File: src/rtl/mem_stage_pkg.sv
// Shared types and constants for the memory-access stage: FSM states,
// default geometry and the MEM/WB bubble value.
package mem_stage_pkg;

  typedef enum logic {
    IDLE   = 1'b0,
    ACCESS = 1'b1
  } state_t;

  localparam int ADDR_W_DEFAULT  = 18;
  localparam int TIMEOUT_DEFAULT = 255;
  localparam int CNT_W           = 8;

  typedef struct packed {
    logic [31:0] result;
    logic [3:0]  rg;
    logic        sel_c;
    logic        sel_v;
    logic        we_c;
    logic        prohib;
  } mem_wb_t;

  // A bubble is an annulled slot: nothing downstream may write back from it.
  localparam mem_wb_t MEM_WB_BUBBLE = '{
    result: 32'h0,
    rg:     4'h0,
    sel_c:  1'b0,
    sel_v:  1'b0,
    we_c:   1'b0,
    prohib: 1'b1
  };

endpackage

File: src/rtl/reg_mem_wb.sv
// MEM/WB pipeline register. Loads either the stage result or a bubble every
// cycle; reset also leaves it holding a bubble.
module reg_mem_wb
  import mem_stage_pkg::*;
(
  input  logic        clk,
  input  logic        rst,
  input  logic        bubble,
  input  logic [31:0] nxt_result,
  input  logic [3:0]  nxt_rg,
  input  logic        nxt_sel_c,
  input  logic        nxt_sel_v,
  input  logic        nxt_we_c,
  input  logic        nxt_prohib,
  output logic [31:0] wb_result,
  output logic [3:0]  Rg_wb,
  output logic        sel_c_wb,
  output logic        sel_v_wb,
  output logic        we_c_wb,
  output logic        prohib_wb
);

  mem_wb_t mem_wb_p0;

  always_ff @(posedge clk or posedge rst) begin
    if (rst) begin
      mem_wb_p0 <= MEM_WB_BUBBLE;
    end else if (bubble) begin
      mem_wb_p0 <= MEM_WB_BUBBLE;
    end else begin
      mem_wb_p0 <= '{result: nxt_result, rg: nxt_rg, sel_c: nxt_sel_c,
                     sel_v: nxt_sel_v, we_c: nxt_we_c, prohib: nxt_prohib};
    end
  end

  assign wb_result = mem_wb_p0.result;
  assign Rg_wb     = mem_wb_p0.rg;
  assign sel_c_wb  = mem_wb_p0.sel_c;
  assign sel_v_wb  = mem_wb_p0.sel_v;
  assign we_c_wb   = mem_wb_p0.we_c;
  assign prohib_wb = mem_wb_p0.prohib;

endmodule

File: src/rtl/mem_stage.sv
// Memory-access stage: byte load/store to the image buffer over req/ack,
// front-end stall while an access is outstanding, and the MEM/WB register.
module mem_stage
  import mem_stage_pkg::*;
#(
  parameter int ADDR_W  = ADDR_W_DEFAULT,
  parameter int TIMEOUT = TIMEOUT_DEFAULT
) (
  input  logic              clk,
  input  logic              rst,
  input  logic              we_mem,
  input  logic              sel_dat,
  input  logic              sel_c,
  input  logic              sel_v,
  input  logic              we_c,
  input  logic              prohib_mem,
  input  logic [31:0]       result,
  input  logic [7:0]        DoB_byte,
  input  logic [3:0]        Rg_mem,
  output logic              mem_req,
  output logic              mem_we,
  output logic [ADDR_W-1:0] mem_addr,
  output logic [7:0]        mem_wdata,
  input  logic [7:0]        mem_rdata,
  input  logic              mem_ack,
  output logic              stall,
  output logic [31:0]       wb_result,
  output logic [3:0]        Rg_wb,
  output logic              sel_c_wb,
  output logic              sel_v_wb,
  output logic              we_c_wb,
  output logic              prohib_wb,
  output logic              mem_err
);

  localparam logic [CNT_W-1:0] CNT_LAST = 8'(TIMEOUT - 1);

  state_t           state, state_nxt;
  logic [CNT_W-1:0] cnt;
  logic             access;
  logic             timeout_hit;
  logic             bubble;
  logic [31:0]      wb_data;

  assign access = !prohib_mem && (we_mem || sel_dat);

  always_ff @(posedge clk or posedge rst) begin
    if (rst) state <= IDLE;
    else     state <= state_nxt;
  end

  always_comb begin
    state_nxt = state;
    case (state)
      IDLE:    if (access) state_nxt = ACCESS;
      ACCESS:  if (mem_ack || (cnt == CNT_LAST)) state_nxt = IDLE;
      default: state_nxt = IDLE;
    endcase
  end

  // A stalled cycle and an aborted access both write a bubble; only the
  // ack cycle (or a non-memory op) lets real data into MEM/WB.
  always_comb begin
    mem_req     = 1'b0;
    stall       = 1'b0;
    timeout_hit = 1'b0;
    bubble      = 1'b0;
    wb_data     = result;
    case (state)
      IDLE: begin
        stall  = access;
        bubble = access;
      end
      ACCESS: begin
        mem_req = 1'b1;
        if (mem_ack) begin
          if (!mem_we) wb_data = {24'b0, mem_rdata};
        end else if (cnt == CNT_LAST) begin
          timeout_hit = 1'b1;
          bubble      = 1'b1;
        end else begin
          stall  = 1'b1;
          bubble = 1'b1;
        end
      end
      default: ;
    endcase
    if (rst) stall = 1'b0;
  end

  // Request fields are captured once at detection so they stay stable
  // for the whole handshake; a simultaneous load+store request is a store.
  always_ff @(posedge clk or posedge rst) begin
    if (rst) begin
      mem_addr  <= '0;
      mem_we    <= 1'b0;
      mem_wdata <= 8'h00;
      cnt       <= '0;
      mem_err   <= 1'b0;
    end else begin
      if (state == IDLE && access) begin
        mem_addr  <= result[ADDR_W-1:0];
        mem_we    <= we_mem;
        mem_wdata <= DoB_byte;
        cnt       <= '0;
      end else if (state == ACCESS && !mem_ack) begin
        cnt <= cnt + 1'b1;
      end
      if (timeout_hit) mem_err <= 1'b1;
    end
  end

  reg_mem_wb u_reg_mem_wb (
    .clk        (clk),
    .rst        (rst),
    .bubble     (bubble),
    .nxt_result (wb_data),
    .nxt_rg     (Rg_mem),
    .nxt_sel_c  (sel_c),
    .nxt_sel_v  (sel_v),
    .nxt_we_c   (we_c),
    .nxt_prohib (prohib_mem),
    .wb_result  (wb_result),
    .Rg_wb      (Rg_wb),
    .sel_c_wb   (sel_c_wb),
    .sel_v_wb   (sel_v_wb),
    .we_c_wb    (we_c_wb),
    .prohib_wb  (prohib_wb)
  );

endmodule
File: config.mk
export PLATFORM = sky130hd
export DESIGN_NAME = mem_stage
export DESIGN_NICKNAME = d
export VERILOG_FILES = /design/src/rtl/mem_stage_pkg.sv /design/src/rtl/reg_mem_wb.sv /design/src/rtl/mem_stage.sv
export SDC_FILE = /design/constraint.sdc
export NUM_CORES = 1
export LEC_CHECK = 0
export CAP_MARGIN = 10
export CORE_MARGIN = 4
export CORE_UTILIZATION = 38
export CTS_BUF_LIST = sky130_fd_sc_hd__clkbuf_16
export DETAILED_ROUTE_END_ITERATION = 8
export GPL_ROUTABILITY_DRIVEN = 0
export PLACE_DENSITY = 0.76
export SLEW_MARGIN = 20
export SYNTH_ARGS = -nofsm -noshare
export SYNTH_HDL_FRONTEND = slang
export SYNTH_HIERARCHICAL = 1
export SYNTH_SLANG_ARGS = --single-unit
File: constraint.sdc
create_clock -name clk -period 1.4 [get_ports clk]
set_clock_uncertainty 0.05 [all_clocks]
set_input_delay 0.14 -clock clk [delete_from_list [all_inputs] [get_ports clk]]
set_output_delay 0.14 -clock clk [all_outputs]
set_load 0.01 [all_outputs]
; ---- Word level (Yosys, flattened, before mapping)
; Cells that the tools add are included.
[word_totals]
register_bits = 77
output_inout_bits = 70
word_cells = 42
[op_classes]
n_addsub = 1
eq_ne = 1
mux = 19
bitwise = 1
reduce_logical = 8
[op_table]
columns = cell, n
row1 = 32-bit 2-to-1 mux, 3
row2 = 40-bit 2-to-1 mux, 1
row3 = 8-bit 2-to-1 mux, 2
row4 = 1-bit 2-to-1 mux, 10
row5 = "8-bit by 1-bit adder with 8-bit output, second input constant", 1
row6 = "8-bit equality test, second input constant", 1
row7 = 1-bit one-hot mux with 2 select lines, 3
row8 = 1-bit logical AND, 3
row9 = 1-bit zero test, 2
row10 = 1-bit logical OR, 2
row11 = 2-bit nonzero test, 1
row12 = 1-bit NOT, 1

; ---- Longest topological paths before layout
[logic_depth]
word_depth = 5
mapped_depth = 5
mapped_depth_nobuf = 5

; ---- Hierarchy
; Netlist, hierarchy kept.
[modules_own_cells]
columns = mod, n_inst, cells_each, area_each_um2
row1 = mem_stage, 1, 147, 1806.7
row2 = reg_mem_wb, 1, 85, 1282.5

; ---- Worst setup path before layout
; OpenSTA, ideal clock, no wires.
[synth_timing]
path_type = flip-flop to flip-flop
start = register state
end = register mem_addr[17]
arrival_ps = 1432
required_ps = 1225
setup_slack_ps = -207
path_stages_with_launch = 6
n_path_buf = 2
synth_period_minus_slack_ps = 1607
path_cell_list = dfrtp_1 > or2_4 > nor2_2 > buf_6 > buf_6 > mux2_2
[synth_between]
elab_chain_cells = 2
[synth_lines]
columns = element, line_no
row1 = from (decl), mem_stage.sv:38  ; state_t state, state_nxt;
row2 = from (signal assigned), mem_stage.sv:49  ; else state <= state_nxt;
row3 = 1-bit NOT, n/a
row4 = 1-bit logical AND, mem_stage.sv:101  ; if (state == IDLE && access) begin
row5 = to (signal assigned), mem_stage.sv:102  ; mem_addr <= result[ADDR_W-1:0];
row6 = to (decl), mem_stage.sv:22  ; output logic [ADDR_W-1:0] mem_addr,
; Every way passes these cells.
; A chain may end at the register's enable or synchronous reset.

; ---- Worst setup path after layout
[layout_timing]
start = register state
end = output stall
[layout_between]
elab_chain_cells = 3
[layout_lines]
columns = element, line_no
row1 = 1-bit NOT, n/a
row2 = 1-bit one-hot mux with 2 select lines (*), mem_stage.sv:69  ; case (state)
row3 = 1-bit 2-to-1 mux (*), mem_stage.sv:88  ; if (rst) stall = 1'b0;
row4 = to (decl), mem_stage.sv:26  ; output logic stall,
; Every way passes the cells marked *; elsewhere a longest branch is shown, timed or not.

==> summary.md <==
| Metric | Value |
|---|---|
| Hold crit path type | in2async |
| Overall routed net length | 8.691 mm |
| Outcome | finished with violations |
| Delay-heaviest family, CP | simple AND/OR/NAND/NOR gates |
| P_leak | 2.819 nW |
| Die ar. | 9636 um^2 |
| Top post-synthesis cells by area | dfrtp_1 (62%), mux2_2 (11%), nor2b_1 (7.9%) |
| Fmax | about 0.6 GHz |
| Most frequent cell after synthesis | dfrtp_1 |
| Post-DR vias/cell | about 4.7 |
| TritonCTS clock tree | done |
| H-Tree Level Count | 3 |
| Die span in x | 98.17 um |
| Post-Syn Instances | 232 |
| Crit path depth | 4 |
| FF-to-FF path depth | 5 |
| Power after layout | 7.095 mW |
| Largest net degree at the start of global routing | 28 |
| Register area | 1929 um^2 |
| Cell mode on critical path | or2_4 |
| Post-synth cell types | 32 |
| CP max stage cell | dfrtp_2 |
| Headroom to the max-slew limit | 80.21% |
| Worst Path Required | 1.21 ns |
| Ys flop type | dfrtp_1 |
| Tcrit/Tclk final | 116.7% |
| Crit Path Max Fanout | 2 |
| RSZ-0062 raised after global routing | true |
| Initial antenna violation count | 0 |
| Clk Latency, worst-skew pair | 0.32 ns |
| Final net count | 469 |
| Global-route wire length before repair | 12.88 mm |
| Layout Utilization | a little under three quarters |
| DR iter-0 viols | 86 |
| Failing checks | setup timing |
| Area delta synth->final | 80.84% |
| Drt drc | 0 |
| Crit-path cells | or2_4 > or2_4 > a21oi_2 > buf_2 |
| Max-slew violations | 0 |
| Num rows | 32 |
| TritonRoute pass-1 iters | 4 |
| Kind of critical path | reg2out |
| Final instance area | 5587 um^2 |
| Core area | 7807 um^2 |
| Syn Nets | 295 |
| Final setup violation count | 75 |
| Synth Cell Area | between 3000 and 4000 um^2 |
| # IOs | 131 |
| Data arrival, critical path | about 1.4 ns |
| Sink Count | 77 |
| Max-cap violations | 0 |
| Pre-CTS setup slack | -0.5103 ns |
| Worst setup margin | -0.2335 ns |
| Worst setup EP type | output pin |
| Dpl hpwl | about 5.7 mm |
| Share of cells above drive strength 1 | 31.63% |
| Hold_buf cts | 0 |
| Sequential area share after synthesis | 62.41% |
| Gr ovfl total | 0 |
| Ys async rst share | 100.0% |
| Reg2reg start | state$_DFF_PP0_ |
| Footprint of the multi-input gates | 1386 um^2 |
| Die height | just under 100 um |
| CTS clk-pin slew, worst paths | 0.06 ns |
| Initial Util | 39.57% |
| Post-synth top area share | 61.56% |
| CTS root buf | clkbuf_16 |
| Average cell area after synthesis | approximately 13 um^2 |
| Worst-margin pin slew | just under 0.3 ns |
| Area post-placement | about 4700 um^2 |
| CP Launch Type | flip-flop |
| Register bit count reported by yosys | 77 |
| CP max stage delay | around 0.4 ns |
| Total CTS buffers | 9 |
| ANT cells | 0 |
| Biggest area consumer among synthesized cells | dfrtp_1 |
| Peak VDD IR | 0.7544 mV |
| Number of flops mapped to enable cells by yosys | 0 |
| CTS Buffer Depth | 2 |
| Total number of vias | about 2,400 |
| Power Density | between 1000 and 1500 nW/um^2 |
| Fin. Hold Viols | 0 |
| Leading cell types by count after synthesis | dfrtp_1 (76), nor2b_1 (39), mux2_2 (31) |
| Crit path from | state$_DFF_PP0_ |
| Period minus WS final | 1.634 ns |
| DRT antenna net count | 0 |
| Fillers | between 500 and 600 |
| Yosys warning count | 6 |
| IO Port Bufs | 130 |
| Vias in the first global route | 2,571 |
| Gr usage total | between 10% and 20% |
| CP bufs+invs | 1 |
| Per-cell routed wire length | ~17 um |
[flip-flops by register name, indices dropped and copies added, names as in the netlist]
register	count
u_reg_mem_wb/Rg_wb	4
mem_err	1
u_reg_mem_wb/wb_result	32
mem_wdata	8
u_reg_mem_wb/sel_c_wb	1
state	1
mem_addr	18
u_reg_mem_wb/sel_v_wb	1
u_reg_mem_wb/prohib_wb	1
cnt	8
mem_we	1
u_reg_mem_wb/we_c_wb	1
[kinds of logic (layout without fill, tap and decap cells)]
group | Yosys count | count (layout) | share of synthesized area (%)
xor gates and xnor gates | 1 | 1 | 0.2836
adders and majority gates | 2 | 2 | 0.8099
and+or+nand+nor | 84 | 84 | 16.73
muxes | 37 | 37 | 13.89
buffers and inverters | 17 | 196 | 3.321
AOI/OAI and AO/OA | 14 | 14 | 2.551
DFF | 77 | 77 | 62.41
[layer usage]
metal | part of all wire, % | global-route usage (%) | vias to the layer above
met5 | 0 | 0 | -
met4 | 1.2 | 5.147 | 0
met3 | 7.1 | 5.071 | 10
met2 | 50 | 28.43 | 107
met1 | 41 | 20.48 | 1199
li1 | - | - | 1109
[worst paths after layout]
check / slack, ns / endpoint
worst min-delay path: 0.18 / mem_err$_DFFE_PP0P_
min in group clk: 0.33 / u_reg_mem_wb/sel_v_wb$_DFF_PP0_
worst max register to register: -0.22 / mem_wdata[4]$_DFFE_PP0P_
max in group asynchronous: 0.67 / cnt[6]$_DFFE_PP0P_
worst min register to register: 0.43 / mem_err$_DFFE_PP0P_
worst max-delay path: -0.23 / stall
[power breakdown]
group / total (mW) / internal (mW) / switching, mW
Clock: 2.19 / 1.36 / 0.829
Sequential: 2.73 / 2.58 / 0.151
Combinational: 2.18 / 1.33 / 0.846
Total: 7.10 / 5.27 / 1.83
[layout by cell type, fill, tap and decap left out, types with 4 or more instances in the layout]
| master | instances |
|---|---|
| dlygate4sd2_1 | 34 |
| nand2_1 | 4 |
| a21oi_2 | 5 |
| dfrtp_1 | 75 |
| mux2_4 | 32 |
| dlymetal6s2s_1 | 20 |
| and2_1 | 24 |
| clkdlybuf4s50_1 | 75 |
| buf_12 | 5 |
| nor2b_4 | 19 |
| buf_6 | 13 |
| clkbuf_16 | 13 |
| buf_4 | 21 |
| nor2b_1 | 19 |
| inv_1 | 8 |
[metrics by stage]
stage	std cells	hold WS, ns	setup TNS [ns]
after global routing	513	0.2220	-15.34
after global placement	479	0.4100	-20.56
after CTS	507	0.1964	-5.769
final	513	0.1840	-12.50
after floorplan	232	0.1952	-1.474
after detailed placement	479	0.4241	-21.50
[timing repair]
| item | 4_1_cts | 5_1_grt |
|---|---|---|
| endpoints found under the setup margin | 96 | 95 |
| pin swaps | 6 | 5 |
| gates cloned | 1 | 5 |
| setup buffers | 11 | 3 |
| resized for setup | 70 | 72 |
[worst min-delay path, stage by stage]
cell and delay (ns):
clkdlybuf4s50_1 0.44, buf_4 0.15, inv_1 0.21
[layout make-up]
| class | instances | share of cell area [%] |
|---|---|---|
| well taps | 102 | 2.284 |
| repair buffers | 174 | 32.86 |
| clock buffers | 9 | 4.031 |
| inverters | 6 | 0.4031 |
| clock inverters | 7 | 1.075 |
| multi-input cells | 138 | 24.82 |
| flip-flops and latches | 77 | 34.54 |
Note: power is estimated with default switching activity, not from simulation.
